**config.mk**
```make
export PLATFORM = sky130hd
export DESIGN_NAME = mem_arbiter
export DESIGN_NICKNAME = d
export VERILOG_FILES = /design/src/rtl/mem_arb_pkg.sv /design/src/rtl/mem_arbiter.sv
export SDC_FILE = /design/constraint.sdc
export NUM_CORES = 1
export LEC_CHECK = 0
export CORE_MARGIN = 1
export CORE_UTILIZATION = 25
export DETAILED_ROUTE_END_ITERATION = 8
export SLEW_MARGIN = 5
export SYNTH_ARGS = -nofsm -noshare
export SYNTH_HDL_FRONTEND = slang
export SYNTH_SLANG_ARGS = --single-unit
export TNS_END_PERCENT = 50
```
**constraint.sdc**
```tcl
create_clock -name clk -period 1.42 [get_ports clk]
set_input_delay 0.142 -clock clk [delete_from_list [all_inputs] [get_ports clk]]
set_output_delay 0.142 -clock clk [all_outputs]
set_load 0.1 [all_outputs]
```
**src/rtl/mem_arb_pkg.sv**
```systemverilog
// rtl/mem_arb_pkg.sv - shared types and helpers for the memory arbiter
package mem_arb_pkg;

    typedef enum logic [1:0] {
        IDLE,
        ACCESS,
        RESP
    } state_t;

    typedef enum logic {
        OWN_IC,
        OWN_DC
    } owner_t;

    function automatic int blk_width(input int data_width, input int block_size);
        return data_width * (2 ** block_size);
    endfunction

endpackage

```
**src/rtl/mem_arbiter.sv**
```systemverilog
// rtl/mem_arbiter.sv - round-robin arbiter sharing datamemory between I-cache refill and D-cache
module mem_arbiter
    import mem_arb_pkg::*;
#(
    parameter int DATA_WIDTH    = 32,
    parameter int ADDRESS_WIDTH = 30,
    parameter int BLOCK_SIZE    = 1,
    parameter int MEM_LATENCY   = 2
) (
    input  logic                                        clk,
    input  logic                                        rst,
    input  logic                                        ic_req,
    input  logic [ADDRESS_WIDTH-1:0]                    ic_addr,
    output logic                                        ic_done,
    input  logic                                        dc_req,
    input  logic                                        dc_we,
    input  logic [ADDRESS_WIDTH-1:0]                    dc_addr,
    input  logic [DATA_WIDTH-1:0]                       dc_wdata,
    output logic                                        dc_done,
    output logic [blk_width(DATA_WIDTH, BLOCK_SIZE)-1:0] rdata,
    output logic [ADDRESS_WIDTH-1:0]                    mem_address,
    output logic [DATA_WIDTH-1:0]                       mem_write_data,
    output logic                                        mem_write_enable,
    input  logic [blk_width(DATA_WIDTH, BLOCK_SIZE)-1:0] mem_read_data,
    output logic                                        busy
);

    localparam int CW = (MEM_LATENCY > 1) ? $clog2(MEM_LATENCY) : 1;
    localparam logic [CW-1:0] CNT_INIT = CW'(MEM_LATENCY - 1);

    state_t                   state;
    state_t                   state_nx;
    owner_t                   owner;
    owner_t                   last_grant;
    logic [CW-1:0]            cnt;
    logic [ADDRESS_WIDTH-1:0] lat_addr;
    logic [DATA_WIDTH-1:0]    lat_wdata;
    logic                     lat_we;
    logic                     grant_dc;

    always_comb begin
        state_nx = state;
        grant_dc = 1'b0;
        case (state)
            IDLE: begin
                // On a tie the side that lost the previous grant wins
                grant_dc = dc_req && (!ic_req || (last_grant == OWN_IC));
                if (ic_req || dc_req) begin
                    state_nx = ACCESS;
                end
            end
            ACCESS: begin
                if (cnt == '0) begin
                    state_nx = RESP;
                end
            end
            RESP: begin
                state_nx = IDLE;
            end
            default: begin
                state_nx = IDLE;
            end
        endcase
    end

    always_ff @(posedge clk) begin
        if (rst) begin
            state      <= IDLE;
            owner      <= OWN_IC;
            last_grant <= OWN_IC;
            cnt        <= '0;
            lat_addr   <= '0;
            lat_wdata  <= '0;
            lat_we     <= 1'b0;
            rdata      <= '0;
        end else begin
            state <= state_nx;
            case (state)
                IDLE: begin
                    if (ic_req || dc_req) begin
                        owner      <= grant_dc ? OWN_DC : OWN_IC;
                        last_grant <= grant_dc ? OWN_DC : OWN_IC;
                        lat_addr   <= grant_dc ? dc_addr : ic_addr;
                        lat_we     <= grant_dc && dc_we;
                        lat_wdata  <= grant_dc ? dc_wdata : '0;
                        cnt        <= CNT_INIT;
                    end
                end
                ACCESS: begin
                    if (cnt != '0) begin
                        cnt <= cnt - 1'b1;
                    end else if (!lat_we) begin
                        rdata <= mem_read_data;
                    end
                end
                default: begin
                end
            endcase
        end
    end

    assign mem_address    = lat_addr;
    assign mem_write_data = lat_wdata;
    // Gated by rst so a reset landing on the commit cycle never writes
    assign mem_write_enable = (state == ACCESS) && (cnt == '0) && lat_we && !rst;
    assign ic_done = (state == RESP) && (owner == OWN_IC);
    assign dc_done = (state == RESP) && (owner == OWN_DC);
    assign busy    = (state != IDLE);

endmodule

```
==> results of run 1 <==
## per-stage QoR
| stage | worst slack [ns] | instance area, µm² | instances | power (W) | TNS, ns |
|---|---|---|---|---|---|
| final | -0.217 | 11300 | 1217 | 0.0146 | -16.42 |
| after global routing | -0.275 | 11300 | 1217 | 0.0151 | -24.48 |
| after CTS | -0.261 | 10500 | 1195 | 0.0142 | -11.94 |
| after detailed placement | -0.288 | 9750 | 1154 | 0.00967 | -23.14 |
| after global placement | -0.245 | 9750 | 1154 | 0.00964 | -20.79 |
| after floorplan | -0.0347 | 5120 | 631 | 0.00734 | -1.74 |
## cells in the mapped netlist
library cell | number | area, µm²
sky130_fd_sc_hd__a311oi_1 | 30 | 263
sky130_fd_sc_hd__nand2_1 | 131 | 492
sky130_fd_sc_hd__a21oi_1 | 130 | 651
sky130_fd_sc_hd__buf_2 | 20 | 100
sky130_fd_sc_hd__nand2b_1 | 1 | 6.26
sky130_fd_sc_hd__o21ai_0 | 64 | 320
sky130_fd_sc_hd__nor2_2 | 1 | 6.26
sky130_fd_sc_hd__nor2_1 | 2 | 7.51
sky130_fd_sc_hd__and2_1 | 1 | 6.26
sky130_fd_sc_hd__inv_1 | 1 | 3.75
sky130_fd_sc_hd__nand3_1 | 63 | 315
sky130_fd_sc_hd__or2_2 | 1 | 6.26
sky130_fd_sc_hd__inv_2 | 1 | 3.75
sky130_fd_sc_hd__nor3b_1 | 1 | 7.51
sky130_fd_sc_hd__dfxtp_1 | 131 | 2620
sky130_fd_sc_hd__buf_6 | 3 | 33.8
sky130_fd_sc_hd__nor3_1 | 1 | 5.00
sky130_fd_sc_hd__a211oi_4 | 1 | 20.0
sky130_fd_sc_hd__a211o_1 | 1 | 8.76
sky130_fd_sc_hd__or4b_1 | 1 | 10.0
sky130_fd_sc_hd__nor4b_1 | 1 | 8.76
sky130_fd_sc_hd__clkbuf_1 | 43 | 161
sky130_fd_sc_hd__and3b_1 | 1 | 8.76
sky130_fd_sc_hd__nand3b_1 | 1 | 7.51
## cell families after synthesis
kind of cell | after synthesis
and+or+nand+nor | 206
AOI/OAI and AO/OA | 226
DFF | 131
buffers and inverters | 68
## layout make-up
type | count | share of cell area, %
flip-flops and latches | 131 | 23.2
inverters | 2 | 0.0886
well taps | 265 | 2.93
multi-input cells | 432 | 23.0
clock buffers | 19 | 3.92
clock inverters | 13 | 1.32
repair buffers | 355 | 45.5
## metal layers
| layer | routed length (µm) | global-route usage, % | up-vias |
|---|---|---|---|
| met3 | 2010 | 6.46 | 22 |
| met2 | 10800 | 30.7 | 242 |
| met5 | 0 | 0 | - |
| met1 | 8340 | 20.0 | 2745 |
| li1 | - | - | 2831 |
| met4 | 325 | 6.93 | 0 |
## worst paths after layout
kind	start	to
worst min-delay path	dc_req	mem_write_data[0]$_SDFFE_PP0P_
worst max register to register	state[1]$_SDFFE_PP0P_	mem_address[4]$_SDFFE_PP0P_
worst min register to register	rdata[56]$_SDFFE_PP0P_	rdata[56]$_SDFFE_PP0P_
worst max-delay path	state[1]$_SDFFE_PP0P_	mem_address[4]$_SDFFE_PP0P_
## sequential cells by signal, summed over array words and instances, names as in the netlist
name and flops:
mem_address 30, state 2, lat_we 1, last_grant 1
mem_write_data 32, rdata 64, cnt 1
## power groups by stage
stage	sequential [W]	combinational (W)	clock, W
global route	0.00435	0.00609	0.00469
finish	0.00432	0.00588	0.00445
floorplan	0.00635	0.000988	0
CTS	0.00431	0.00536	0.00456
detailed placement	0.00439	0.00528	0
global placement	0.00438	0.00526	0
## critical path, stage by stage, from the launching register on
cell and delay (ns):
sky130_fd_sc_hd__dfxtp_2 0.32, sky130_fd_sc_hd__buf_6 0.13, sky130_fd_sc_hd__buf_4 0.14, sky130_fd_sc_hd__a211oi_4 0.29, sky130_fd_sc_hd__buf_4 0.21, sky130_fd_sc_hd__clkbuf_16 0.16
sky130_fd_sc_hd__nand3_1 0.08, sky130_fd_sc_hd__a311oi_1 0.22
## cells in the final DEF, fill, tap and decap left out, types with 28 or more instances in the layout
cell | Yosys | layout
sky130_fd_sc_hd__clkdlybuf4s50_1 | 0 | 158
sky130_fd_sc_hd__buf_12 | 0 | 144
sky130_fd_sc_hd__dfxtp_1 | 131 | 129
sky130_fd_sc_hd__nand2_1 | 131 | 86
sky130_fd_sc_hd__a21oi_1 | 130 | 83
sky130_fd_sc_hd__o21ai_0 | 64 | 64
sky130_fd_sc_hd__nand3_1 | 63 | 63
sky130_fd_sc_hd__a21oi_2 | 0 | 47
sky130_fd_sc_hd__buf_4 | 0 | 29
sky130_fd_sc_hd__a311oi_1 | 30 | 28
## repair_timing
action	CTS	global route
pin swaps	52	31
buffers inserted	8	8
gates cloned	1	14
hold endpoints to repair	0	0
endpoints found under the setup margin	119	133
gates resized for setup	9	130
==> impl_results.md, run 1 <==
* Outcome: complete, but fails checks
* Violated checks: setup timing
* Rows at 51
* CTS tree: yes
* Largest driver fanout on the critical path at 12
* Mux share of post-synthesis cell area at 0%
* First-pass GRT wire length at 28.5 mm
* Count of buffers inserted at the top-level ports at 290
* Count of filler cells inserted in the layout at 1,699
* Switching component of the power at 0.00560 W
* Proportion of total power due to net switching at between 30% and 40%
* Multi-input gate area in the final layout at 2600 µm²
* Total standard cell area after synthesis at 5070 µm²
* Share of the yosys chip area belonging to registers at roughly half
* Worst-case setup margin in the final layout at -0.217 ns
* Total die area at between 20,000 and 25,000 µm²
* Pin count of the biggest net entering global routing at 77
* WL final at 21.4 mm
* Cell count after synthesis at 631
* Synthesized netlist net count at 792
* Sequential Power Share at between 20% and 30%
* Number of vias per cell at between 4 and 5
* Setup CP Type: flip-flop to flip-flop
* Cts-stage hold buffer count at 0
* Number of violations reported at the end of detailed-routing iteration 0 at 200
* Layout cell share with drive strength beyond 1 at 35.3%
* Final hold slack at 0.199 ns
* Library cells used by synthesis at 24
* Crit start category: flip-flop
* Htree depth at 4
* Insertion delay of the later-clocked pin in the worst-skew pair at 0.42 ns
* Max cap viols at 0
* Remaining Overflow, GRT at 0
* Die height at 144 µm
* Routed len/inst at 17.6 µm
* Synthesized-area fraction occupied by ao, oa, aoi and oai cells at 24.9%
* CP Data Required Time at 1.74 ns
* Antenna diodes at 0
* Rel. slew slack at 67.1%
* HPWL after DPL at 13.3 mm
* Buffers from clock root to sink, at most at 2
* Worst hold path cell count at 4
* RSZ-0062 raised after global routing: true
* Kind of capture point of the worst setup path: flip-flop
* Fraction of the core area covered by cells at the end of the flow at 57.5%
* Synthesis warning total at 0
* Worst clock skew on the final layout at 0.0136 ns
* TritonCTS Sinks at around 130
* Maximum vdd drop at 763 µV
* Comb pwr share at 40.1%
* Transition time of the tightest slew-check pin at 0.494 ns
* Antenna violations before repair at 0
* Global placement routability congestion at 0.758
* Main combinational cell family by area after synthesis: compound AO/OA/AOI/OAI gates
* Power density normalized to cell area at 1300 nW/µm²
* Highest clock frequency the design can meet at about 0.61 GHz
* Number of endpoints failing setup at the final stage at 130
* Final count of hold timing violations at 0
* Worst path arrival time at 1.96 ns
* Shortest clock period the worst path allows after layout at 1.64 ns
* Relative contribution of the clock network to total power at 30.4%
* GRT Util Overall at 17.9%
* Initial standard-cell utilization of the core at roughly a quarter
* Reg2reg path depth at 7
* Syn_area_per_cell at 8.04 µm²
* Minimum setup slack among reg-to-reg paths at -0.22 ns
* Xor-xnor portion of the synthesized cell area at 0%
* Die boundary width at around 140 µm
* Routed Antenna Nets at 0
* Total via count in the routed design at just under 6,000
* Vias in the first global route at ~5,300
* Boundary pin count at between 200 and 300
* Length of the first detailed-routing pass in iterations at 4
* Signed area change from the synthesized netlist to the final layout at 123%
* Combined flip-flop and latch cell area at approximately 2600 µm²
* Total of flip-flops plus latches after synthesis at 131
* Core footprint at 19,700 µm²
* Final-report max-slew violation count at 0
* P_int at 0.00905 W
* Root Driver: sky130_fd_sc_hd__clkbuf_16
* Worst hold path class: input port to flip-flop
* Worst-path clk slew at 0.06 ns
* Fraction of the cycle the final worst path needs at 115%
* Adder and majority cell fraction of the synthesized area at 0%
* Number of nets in the layout at about 1,100
* DRC errors left at 0
* TritonCTS Buffers at 17
* Pleak at 4.24 nW
* Area share of and/or/nand/nor cells after synthesis at 17.5%
Power figures use the tool's default switching activity.
==> run 2: changes to the inputs <==
--- a/config.mk
+++ b/config.mk
@@ -6,8 +6,9 @@
 export NUM_CORES = 1
 export LEC_CHECK = 0
 export CORE_MARGIN = 1
-export CORE_UTILIZATION = 25
+export CORE_UTILIZATION = 31
 export DETAILED_ROUTE_END_ITERATION = 8
+export PLACE_DENSITY_LB_ADDON = 0.08
 export SLEW_MARGIN = 5
 export SYNTH_ARGS = -nofsm -noshare
 export SYNTH_HDL_FRONTEND = slang
==> run 2 against run 1 <==
The run still ends with setup timing left. Largest power group unchanged. Critical endpoint is now mem_write_enable. Critical path depth shrank 2. Clock power about the same. Cell count is 6.0% lower. Sequential power is essentially flat. Critical path type is now flip-flop to primary output. Global-route usage increased by 3.8 points. Cell area down 6.7%. Combinational power decreased by 7.1%. Via count shrank 1.5%. Flip-flop and latch count is the same.
==> impl_results.md, run 2 (same netlist as run 1, synthesis figures left out) <==
* Antenna violations before repair at 0
* WL final at 19.4 mm
* Count of buffers inserted at the top-level ports at 290
* Highest clock frequency the design can meet at between 0.6 and 0.7 GHz
* Transition time of the tightest slew-check pin at 0.361 ns
* HPWL after DPL at between 10 and 15 mm
* Final-report max-slew violation count at 0
* Final Instance Count excl. Fillers at 1,144
* Die boundary width at 130 µm
* Buffer and inverter count on the worst path at 2
* Signed area change from the synthesized netlist to the final layout at 108%
* Routed len/inst at 17.0 µm
* Layout cell share with drive strength beyond 1 at 26.1%
* Power density normalized to cell area at 1350 nW/µm²
* Worst-case setup margin in the final layout at -0.212 ns
* Launch point of the critical path: state[1]$_SDFFE_PP0P_
* Rel. slew slack at between 70 and 80%
* TritonCTS Sinks at ~130
* Metal1 wirelength at 7.53 mm
* GRT Util Overall at 21.7%
* Shortest clock period the worst path allows after layout at 1.63 ns
* Critical Path, Cell by Cell: buf_6 -> nand2b_4 -> nor3_4 -> and2_4 -> buf_12
* Crit path depth at 5
* Commonest non-fill, non-tap cell in the layout: sky130_fd_sc_hd__clkdlybuf4s50_1
* Kind of capture point of the worst setup path: primary output
* CP Data Required Time at approximately 1.3 ns
* Flip-flop count of the largest register, all copies and words added at 64
* WL met3 at ~1.7 mm
* Final count of hold timing violations at 0
* Number of nets in the layout at around 1,100
* Final hold slack at 0.127 ns
* Commonest non-fill, non-tap cells in the layout: sky130_fd_sc_hd__clkdlybuf4s50_1, sky130_fd_sc_hd__buf_12, sky130_fd_sc_hd__nand2_1, sky130_fd_sc_hd__dfxtp_1, sky130_fd_sc_hd__a21oi_1
* Outcome: complete, but fails checks
* Worst clock skew on the final layout at 0.00685 ns
* Setup CP Type: flip-flop to primary output
* Total Power Consumption at 0.0142 W
* Worst-path clk slew at ~0.050 ns
* Number of endpoints failing setup at the final stage at 131
* Critical path's largest stage delay at 0.33 ns
* Crit start category: flip-flop
* Number of violations reported at the end of detailed-routing iteration 0 at between 300 and 400
* Highest routing layer actually used: met4
* Root Driver: sky130_fd_sc_hd__clkbuf_16
* Largest driver fanout on the critical path at 4
* CP endpoint: mem_write_enable
* Total via count in the routed design at 5,753
* Boundary pin count at roughly 290
* Launch instance of the worst register-to-register path: state[1]$_SDFFE_PP0P_
* Maximum vdd drop at 778 µV
* Slowest library cell on the worst path: sky130_fd_sc_hd__dfxtp_2
* Placed Cells incl. Taps at 1,101
* Minimum setup slack among reg-to-reg paths at -0.18 ns
* Worst path arrival time at 1.49 ns
* Register with the highest flop count: rdata
* Length of the first detailed-routing pass in iterations at 4
* Vias in the first global route at 5,687
* Global placement routability congestion at 0.742
* Fraction of the cycle the final worst path needs at 115%
* Worst hold path class: input port to flip-flop
* Rows at 46
* Reg2reg path depth at 6
* Worst r2r dst: mem_address[12]$_SDFFE_PP0P_
* First-pass GRT wire length at between 20 and 30 mm
* Remaining Overflow, GRT at 0
* CP top delay family: simple AND/OR/NAND/NOR gates
* RSZ-0062 raised after global routing: true
* Total die area at 16,900 µm²
* CTS tree: yes
* Pre-CTS setup slack at -0.320 ns
* WL met2 at 9.68 mm
* Buffers from clock root to sink, at most at 2
* TritonCTS Buffers at 17
* Pleak at 3.89 nW
* Count of filler cells inserted in the layout at between 1,000 and 1,500
* Insertion delay of the later-clocked pin in the worst-skew pair at 0.41 ns
* Die height at 130 µm
* Htree depth at 4
* DRC errors left at 0
* Violated checks: setup timing
* Initial standard-cell utilization of the core at between 30% and 40%
* Antenna diodes at 0
* Cts-stage hold buffer count at 0
* Pin count of the biggest net entering global routing at 74
* Routed Antenna Nets at 0
* Core footprint at 15,900 µm²
* Number of vias per cell at 5.03
* Max cap viols at 0
[run 2: changes by cell type in the layout (fill, tap and decap cells not counted), moves of 7 or more]
cell,delta
sky130_fd_sc_hd__nand2_1,+45
sky130_fd_sc_hd__a21oi_1,+35
sky130_fd_sc_hd__a21oi_2,-35
sky130_fd_sc_hd__nand2_2,-27
sky130_fd_sc_hd__nand2_4,-18
sky130_fd_sc_hd__o21ai_0,-14
sky130_fd_sc_hd__o21ai_1,+13
sky130_fd_sc_hd__buf_4,-7
sky130_fd_sc_hd__clkbuf_16,-7
[run 2: per-stage QoR]
step | TNS, ns | util [%] | instance area, µm²
after floorplan | -1.74 | - | 5120
after global placement | -21.10 | 60.5 | 9650
after detailed placement | -24.88 | 60.5 | 9650
after CTS | -11.31 | 64.9 | 10300
after global routing | -23.52 | 66.1 | 10500
final | -15.58 | 66.1 | 10500
[run 2: tightest hold or removal path, stage by stage]
cell	delay (ns)
sky130_fd_sc_hd__buf_2	0.15
sky130_fd_sc_hd__nand3_1	0.09
sky130_fd_sc_hd__a311oi_2	0.10
[run 2: worst min-delay path by stage]
stage                       from                           end  slack (ns)  cells after the start
5_1_grt                   dc_req  mem_address[18]$_SDFFE_PP0P_        0.13                      3
4_1_cts                   dc_req  mem_address[18]$_SDFFE_PP0P_        0.08                      3
6_report                  dc_req  mem_address[18]$_SDFFE_PP0P_        0.13                      3
3_5_place_dp                 rst         state[1]$_SDFFE_PP0P_        0.39                      2
3_3_place_gp                 rst         state[1]$_SDFFE_PP0P_        0.38                      2
2_1_floorplan  mem_read_data[10]        rdata[10]$_SDFFE_PP0P_        0.28                      2
[run 2: layout make-up]
class,instances,area (µm²),area share (%)
Sequential cell,131,2630,24.9
Timing Repair Buffer,332,4730,44.9
Multi-Input combinational cell,432,2310,21.9
Clock inverter,10,133,1.26
Inverter,2,10.0,0.0950
Tap cell,216,270,2.56
Clock buffer,21,460,4.37
[run 2: timing repair]
action                     CTS  global route
pin swaps                   58            10
gates resized for setup     25            27
setup buffers                7             0
setup endpoints to repair  125           131
gates cloned                 0             5
[run 2: per-layer routing]
| layer | vias up | GRT usage, % |
|---|---|---|
| li1 | 2783 | - |
| met1 | 2691 | 23.6 |
| met2 | 243 | 37.4 |
| met3 | 36 | 8.20 |
| met4 | 0 | 9.78 |
| met5 | - | 0 |
[run 2: where the power goes]
part	internal, W	total [W]	leakage, nW	switching (W)
combinational	0.00213	0.00546	2.53	0.00334
clock	0.00283	0.00442	0.285	0.00159
sequential	0.00400	0.00432	1.07	0.000321
==> run 3: changes to the inputs <==
--- a/config.mk
+++ b/config.mk
@@ -5,9 +5,11 @@
 export SDC_FILE = /design/constraint.sdc
 export NUM_CORES = 1
 export LEC_CHECK = 0
+export ABC_AREA = 0
 export CORE_MARGIN = 1
 export CORE_UTILIZATION = 31
 export DETAILED_ROUTE_END_ITERATION = 8
+export HOLD_SLACK_MARGIN = 0.08
 export PLACE_DENSITY_LB_ADDON = 0.08
 export SLEW_MARGIN = 5
 export SYNTH_ARGS = -nofsm -noshare
==> results of run 3 <==
The final DEF is identical to that of run 2; final timing and power are the same.
